File: src/rtl/uart_rx.sv
// rtl/uart_rx.sv - UART receiver, LSB-first, 16x-free bit timing from baud_division.
// Optional even-parity bit is enabled by defining UART_RX_PARITY_EN.
module uart_rx #(
    parameter int DATA_BITS = 8
) (
    input  logic                 clk,
    input  logic                 rst,
    input  logic [15:0]          baud_division,
    input  logic                 en,
    input  logic                 rx,
    output logic [DATA_BITS-1:0] data_out,
    output logic                 valid,
    output logic                 frame_err,
    output logic                 parity_err
);

    localparam logic [2:0] IDLE   = 3'd0;
    localparam logic [2:0] START  = 3'd1;
    localparam logic [2:0] DATA   = 3'd2;
`ifdef UART_RX_PARITY_EN
    localparam logic [2:0] PARITY = 3'd3;
`endif
    localparam logic [2:0] STOP   = 3'd4;

    localparam logic [3:0] LAST_BIT = 4'(DATA_BITS - 1);

    logic                 rx_meta;
    logic                 rx_s;
    logic                 rx_prev;
    logic [2:0]           state;
    logic [15:0]          cnt;
    logic [3:0]           bit_cnt;
    logic [DATA_BITS-1:0] shift;
    logic [15:0]          half_m1;
    logic [15:0]          full_m1;
    logic                 fall;
    logic                 full_hit;
`ifdef UART_RX_PARITY_EN
    logic                 par_acc;
    logic                 par_bad;
`endif

    assign half_m1  = (baud_division >> 1) - 16'd1;
    assign full_m1  = baud_division - 16'd1;
    assign fall     = rx_prev & ~rx_s;
    // >= rather than == so a mid-frame shrink of baud_division never lets cnt run away
    assign full_hit = (cnt >= full_m1);

`ifndef UART_RX_PARITY_EN
    assign parity_err = 1'b0;
`endif

    always_ff @(posedge clk) begin
        if (!rst) begin
            rx_meta   <= 1'b1;
            rx_s      <= 1'b1;
            rx_prev   <= 1'b1;
            state     <= IDLE;
            cnt       <= 16'd0;
            bit_cnt   <= 4'd0;
            shift     <= '0;
            data_out  <= '0;
            valid     <= 1'b0;
            frame_err <= 1'b0;
`ifdef UART_RX_PARITY_EN
            parity_err <= 1'b0;
            par_acc    <= 1'b0;
            par_bad    <= 1'b0;
`endif
        end else begin
            rx_meta   <= rx;
            rx_s      <= rx_meta;
            rx_prev   <= rx_s;
            valid     <= 1'b0;
            frame_err <= 1'b0;
`ifdef UART_RX_PARITY_EN
            parity_err <= 1'b0;
`endif
            if (!en) begin
                state   <= IDLE;
                cnt     <= 16'd0;
                bit_cnt <= 4'd0;
                shift   <= '0;
            end else begin
                case (state)
                    IDLE: begin
                        if (fall) begin
                            state <= START;
                            cnt   <= 16'd0;
                        end
                    end
                    START: begin
                        if (cnt >= half_m1) begin
                            cnt     <= 16'd0;
                            bit_cnt <= 4'd0;
`ifdef UART_RX_PARITY_EN
                            par_acc <= 1'b0;
`endif
                            state   <= rx_s ? IDLE : DATA;
                        end else begin
                            cnt <= cnt + 16'd1;
                        end
                    end
                    DATA: begin
                        if (full_hit) begin
                            cnt   <= 16'd0;
                            shift <= {rx_s, shift[DATA_BITS-1:1]};
`ifdef UART_RX_PARITY_EN
                            par_acc <= par_acc ^ rx_s;
`endif
                            if (bit_cnt == LAST_BIT) begin
`ifdef UART_RX_PARITY_EN
                                state <= PARITY;
`else
                                state <= STOP;
`endif
                            end else begin
                                bit_cnt <= bit_cnt + 4'd1;
                            end
                        end else begin
                            cnt <= cnt + 16'd1;
                        end
                    end
`ifdef UART_RX_PARITY_EN
                    PARITY: begin
                        if (full_hit) begin
                            cnt     <= 16'd0;
                            par_bad <= par_acc ^ rx_s;
                            state   <= STOP;
                        end else begin
                            cnt <= cnt + 16'd1;
                        end
                    end
`endif
                    STOP: begin
                        if (full_hit) begin
                            cnt   <= 16'd0;
                            state <= IDLE;
                            // a bad stop bit outranks a parity mismatch
                            if (!rx_s) begin
                                frame_err <= 1'b1;
`ifdef UART_RX_PARITY_EN
                            end else if (par_bad) begin
                                parity_err <= 1'b1;
`endif
                            end else begin
                                data_out <= shift;
                                valid    <= 1'b1;
                            end
                        end else begin
                            cnt <= cnt + 16'd1;
                        end
                    end
                    default: state <= IDLE;
                endcase
            end
        end
    end

endmodule
File: config.mk
export PLATFORM = sky130hd
export DESIGN_NAME = uart_rx
export DESIGN_NICKNAME = d
export VERILOG_FILES = /design/src/rtl/uart_rx.sv
export SDC_FILE = /design/constraint.sdc
export NUM_CORES = 1
export LEC_CHECK = 0
export ABC_AREA = 1
export CAP_MARGIN = 10
export CORE_MARGIN = 3
export CORE_UTILIZATION = 53
export CTS_BUF_LIST = sky130_fd_sc_hd__clkbuf_8 sky130_fd_sc_hd__clkbuf_16
export DETAILED_ROUTE_END_ITERATION = 10
export PLACE_DENSITY = 0.77
export SYNTH_ARGS = -nofsm -noshare
export SYNTH_HDL_FRONTEND = slang
export SYNTH_SLANG_ARGS = --single-unit
File: constraint.sdc
create_clock -name clk -period 3.5 [get_ports clk]
set_clock_uncertainty 0.2 [all_clocks]
set_input_delay 0.875 -clock clk [delete_from_list [all_inputs] [get_ports clk]]
set_output_delay 0.875 -clock clk [all_outputs]
set_load 0.01 [all_outputs]
==> impl_results.md, run 1 <==
* Headroom to the max-slew limit at 0.455
* Tcrit/Tclk final at 0.979
* CTS tree: built
* Synth warnings at 0
* HPWL after DPL at 6190 um
* Initial Util at 0.558
* Hold Fails Final Rpt at 0
* Root buffer cell: clkbuf_8
* Die Height at ~86 um
* Final std cell area, no fill at approximately 4500 um2
* Clk pwr share at 0.276
* All-layer global routing usage at 0.232
* Via count at about 3,400
* First-pass GRT wire length at about 14,000 um
* Reg2reg start: state[2]
* Routed met1 length at about 3700 um
* Clk pin slew, worst setup/hold paths at approximately 0.08 ns
* Period minus WS final at between 3 and 4 ns
* Adder-cell share of the synthesized area at 0.134
* Outcome: complete, no violations
* GP Congestion at slightly below 0.9
* Crit. End Element: register
* Worst-case vdd ir drop at 0.351 mV
* Synthesis-to-finish area growth at 33.3%
* Initial antenna violation count at 0
* Fill count at 462
* Req. time, crit path at between 3 and 4 ns
* Main combinational cell family by area after synthesis: simple AND/OR/NAND/NOR gates
* Largest net degree at the start of global routing at 21
* Antenna Cells at 0
* HP Start: rx_meta
* HP Class: register to register
* # nets final at 634
* Slew Viols, Final at 0
* Mux cell area share after synthesis at 0
* Slew at the pin with the worst max-slew slack at a little over 0.8 ns
* Fin Setup TNS at 0 ns
* Syn nets at 558
* Via density at 5.23
* Simple-Gate Fraction of Synth Area at 0.328
* Number of synthesized register bits at 44
* DP Area at about 4000 um2
* XOR/XNOR Fraction of Synth Area at 0.0859
* GRT overflow at 0
* Top sig layer: met4
* Worst-skew pair later-pin latency at about 0.29 ns
* Core Region at ~6000 um2
* Switch Pwr at roughly 0.33 mW
* Syn Std Cell Area at roughly 3400 um2
* Area occupied by multi-input gates at about 2400 um2
* Met3 WL at ~270 um
* Die ar. at 7340 um2
* Syn_area_per_cell at roughly 6.7 um2
* P_leak at ~2.2 nW
* Post-synth EDFFs at 0
* PnR worst setup slack at 0.0721 ns
* Ys async rst share at 0
* Compound-cell area share of the yosys netlist at 0.0800
* Power Dens Cells at roughly 240 nW/um2
* Int Power at between 0.7 and 0.8 mW
* CTS Sinks at 44
* Comb pwr share at 0.254
* Maximum clock frequency at around 0.29 GHz
* Register area at just under 900 um2
* Chip Width at about 86 um
* Util after Layout at 0.744
* Register share of total power at 0.471
* Clock buffer count from CTS at 5
* Worst slack at placement at -0.446 ns
* Number of nets with antenna violations after routing at 0
* Final WL at between 8000 and 9000 um
* Largest fanout on the critical path at 5
* Max_cap viols at 0
* Htree depth at 2
* Net Sw Frac at 0.304
* CP startpoint kind: primary input
* Post-Syn Instances at 502
* WP data arrival at 3.45 ns
* Residual DRC at 0
* Prevailing post-synth register cell: dfxtp_1
* First drt pass iteration count at 4
* Crit. Startpoint: baud_division[3]
* Vias in the first global route at ~3,400
* WL met2 at 4420 um
* Avg WL per Cell at between 10 and 15 um
* CP Class: primary input to register
* Sequential area share after synthesis at 0.262
* Cells after DPL at 642
* Row Count at 28
* Iter 0 DRT Violations at about 110
* Final setup fails at 0
* Finished Layout Cells at 653
* Count of buffers from port buffering at 29
* Share of cells above drive strength 1 at 0.223
* Cell variety after synth at 32
* I/O pin cnt at 31
* Clk buf depth at 2
==> per-stage QoR <==
step / total power [mW] / hold slack, ns
2_1_floorplan: 0.668 / 0.192
3_3_place_gp: 0.749 / 0.197
3_5_place_dp: 0.755 / 0.214
4_1_cts: 1.07 / 0.241
5_1_grt: 1.15 / 0.249
6_report: 1.09 / 0.236
==> cell type report <==
type | instances | share of cell area
tap | 75 | 0.0209
clock buffer | 5 | 0.0153
timing repair buffer | 80 | 0.158
sequential | 44 | 0.196
inverter | 80 | 0.0670
clock inverter | 2 | 0.00279
multi-input combinational | 367 | 0.539
==> state kept, by name, summed over array words and instances (netlist names) <==
name and flops:
rx_s 1, valid 1, shift 8, cnt 16
state 3, data_out 8, bit_cnt 4, frame_err 1
rx_meta 1, rx_prev 1
==> per-layer routing <==
| metal | vias up | GRT usage |
|---|---|---|
| met3 | 20 | 0.0307 |
| met5 | - | 0 |
| li1 | 1766 | - |
| met1 | 1567 | 0.276 |
| met4 | 0 | 0.0676 |
| met2 | 65 | 0.431 |
==> cells by family after synthesis <==
| logic type | count (synthesis) |
|---|---|
| xor gates and xnor gates | 33 |
| AOI/OAI and AO/OA | 50 |
| adders and majority gates | 36 |
| and+or+nand+nor | 247 |
| DFF | 44 |
| other | 1 |
| buffers and inverters | 91 |
==> Yosys cell counts (4+ instances only) <==
library cell / number / area, um2
nand2_1: 113 / 424
inv_1: 75 / 282
nor2_1: 57 / 214
dfxtp_1: 44 / 881
a21oi_1: 38 / 190
ha_1: 36 / 450
nand3_1: 35 / 175
xor2_1: 27 / 236
nand4_1: 22 / 138
o21ai_0: 6 / 30.0
xnor2_1: 6 / 52.6
nor3_1: 5 / 25.0
clkbuf_1: 4 / 15.0
inv_2: 4 / 15.0
==> final timing paths <==
path / end / cells past startpoint / slack (ns)
worst min-delay path: rx_s / 1 / 0.24
worst max-delay path: cnt[0] / 17 / 0.07
worst max register to register: cnt[8] / 9 / 0.97
worst min register to register: rx_s / 1 / 0.24
==> cells in the final DEF (no fill, tap or decap), types with 4 or more instances in the layout <==
cell and instances:
nand3_4 5, clkbuf_8 5, nor3_4 4, clkdlybuf4s50_1 14, inv_2 10, nor2_1 41, nand2_2 10, xnor2_1 6
nor2_4 6, inv_1 69, buf_4 45, dfxtp_1 44, nand3_1 30, nor2_2 12, a21oi_1 34, dlygate4sd2_1 5
nand4_1 22, a21oi_2 4, dlymetal6s2s_1 8, xor2_1 27, ha_1 32, buf_6 6, o21ai_0 5, nand2_1 100
==> worst max-delay path, cell delays in order <==
cell and delay, ns:
dlygate4sd2_1 0.29, nor2_2 0.17, nand2_4 0.10, nor3_4 0.15
nand2_2 0.09, nor2_2 0.12, xor2_1 0.18, inv_1 0.08
ha_1 0.31, a21oi_1 0.14, o21ai_0 0.08, a21oi_1 0.16
buf_4 0.20, nand3_4 0.11, nand3_4 0.10, nand2_2 0.13
a21oi_1 0.17
==> power by group through the flow <==
stage | clock [mW] | combinational (mW) | sequential [mW]
3_3_place_gp | 0 | 0.225 | 0.525
3_5_place_dp | 0 | 0.230 | 0.525
2_1_floorplan | 0 | 0.145 | 0.523
6_report | 0.301 | 0.277 | 0.513
5_1_grt | 0.325 | 0.308 | 0.515
4_1_cts | 0.308 | 0.253 | 0.513
==> repair_timing <==
action,CTS,global route
resized for setup,44,56
gates cloned,2,0
pin swaps,25,31
hold buffers,0,0
setup buffers,2,2
endpoints found under the setup margin,41,41
endpoints found under the hold margin,0,0
No activity file was read; power rests on OpenSTA's default activity.
==> run 2: changes to the inputs <==
--- a/config.mk
+++ b/config.mk
@@ -15,3 +15,4 @@
 export SYNTH_ARGS = -nofsm -noshare
 export SYNTH_HDL_FRONTEND = slang
 export SYNTH_SLANG_ARGS = --single-unit
+export TNS_END_PERCENT = 20
==> results of run 2 <==
No change in the layout: final DEF, timing and power equal those of run 1.
==> run 3: changes to the inputs <==
--- a/config.mk
+++ b/config.mk
@@ -6,6 +6,7 @@
 export NUM_CORES = 1
 export LEC_CHECK = 0
 export ABC_AREA = 1
+export ABC_CLOCK_PERIOD_IN_PS = 3500
 export CAP_MARGIN = 10
 export CORE_MARGIN = 3
 export CORE_UTILIZATION = 53
==> results of run 3 <==
No change in the layout: final DEF, timing and power equal those of run 1.
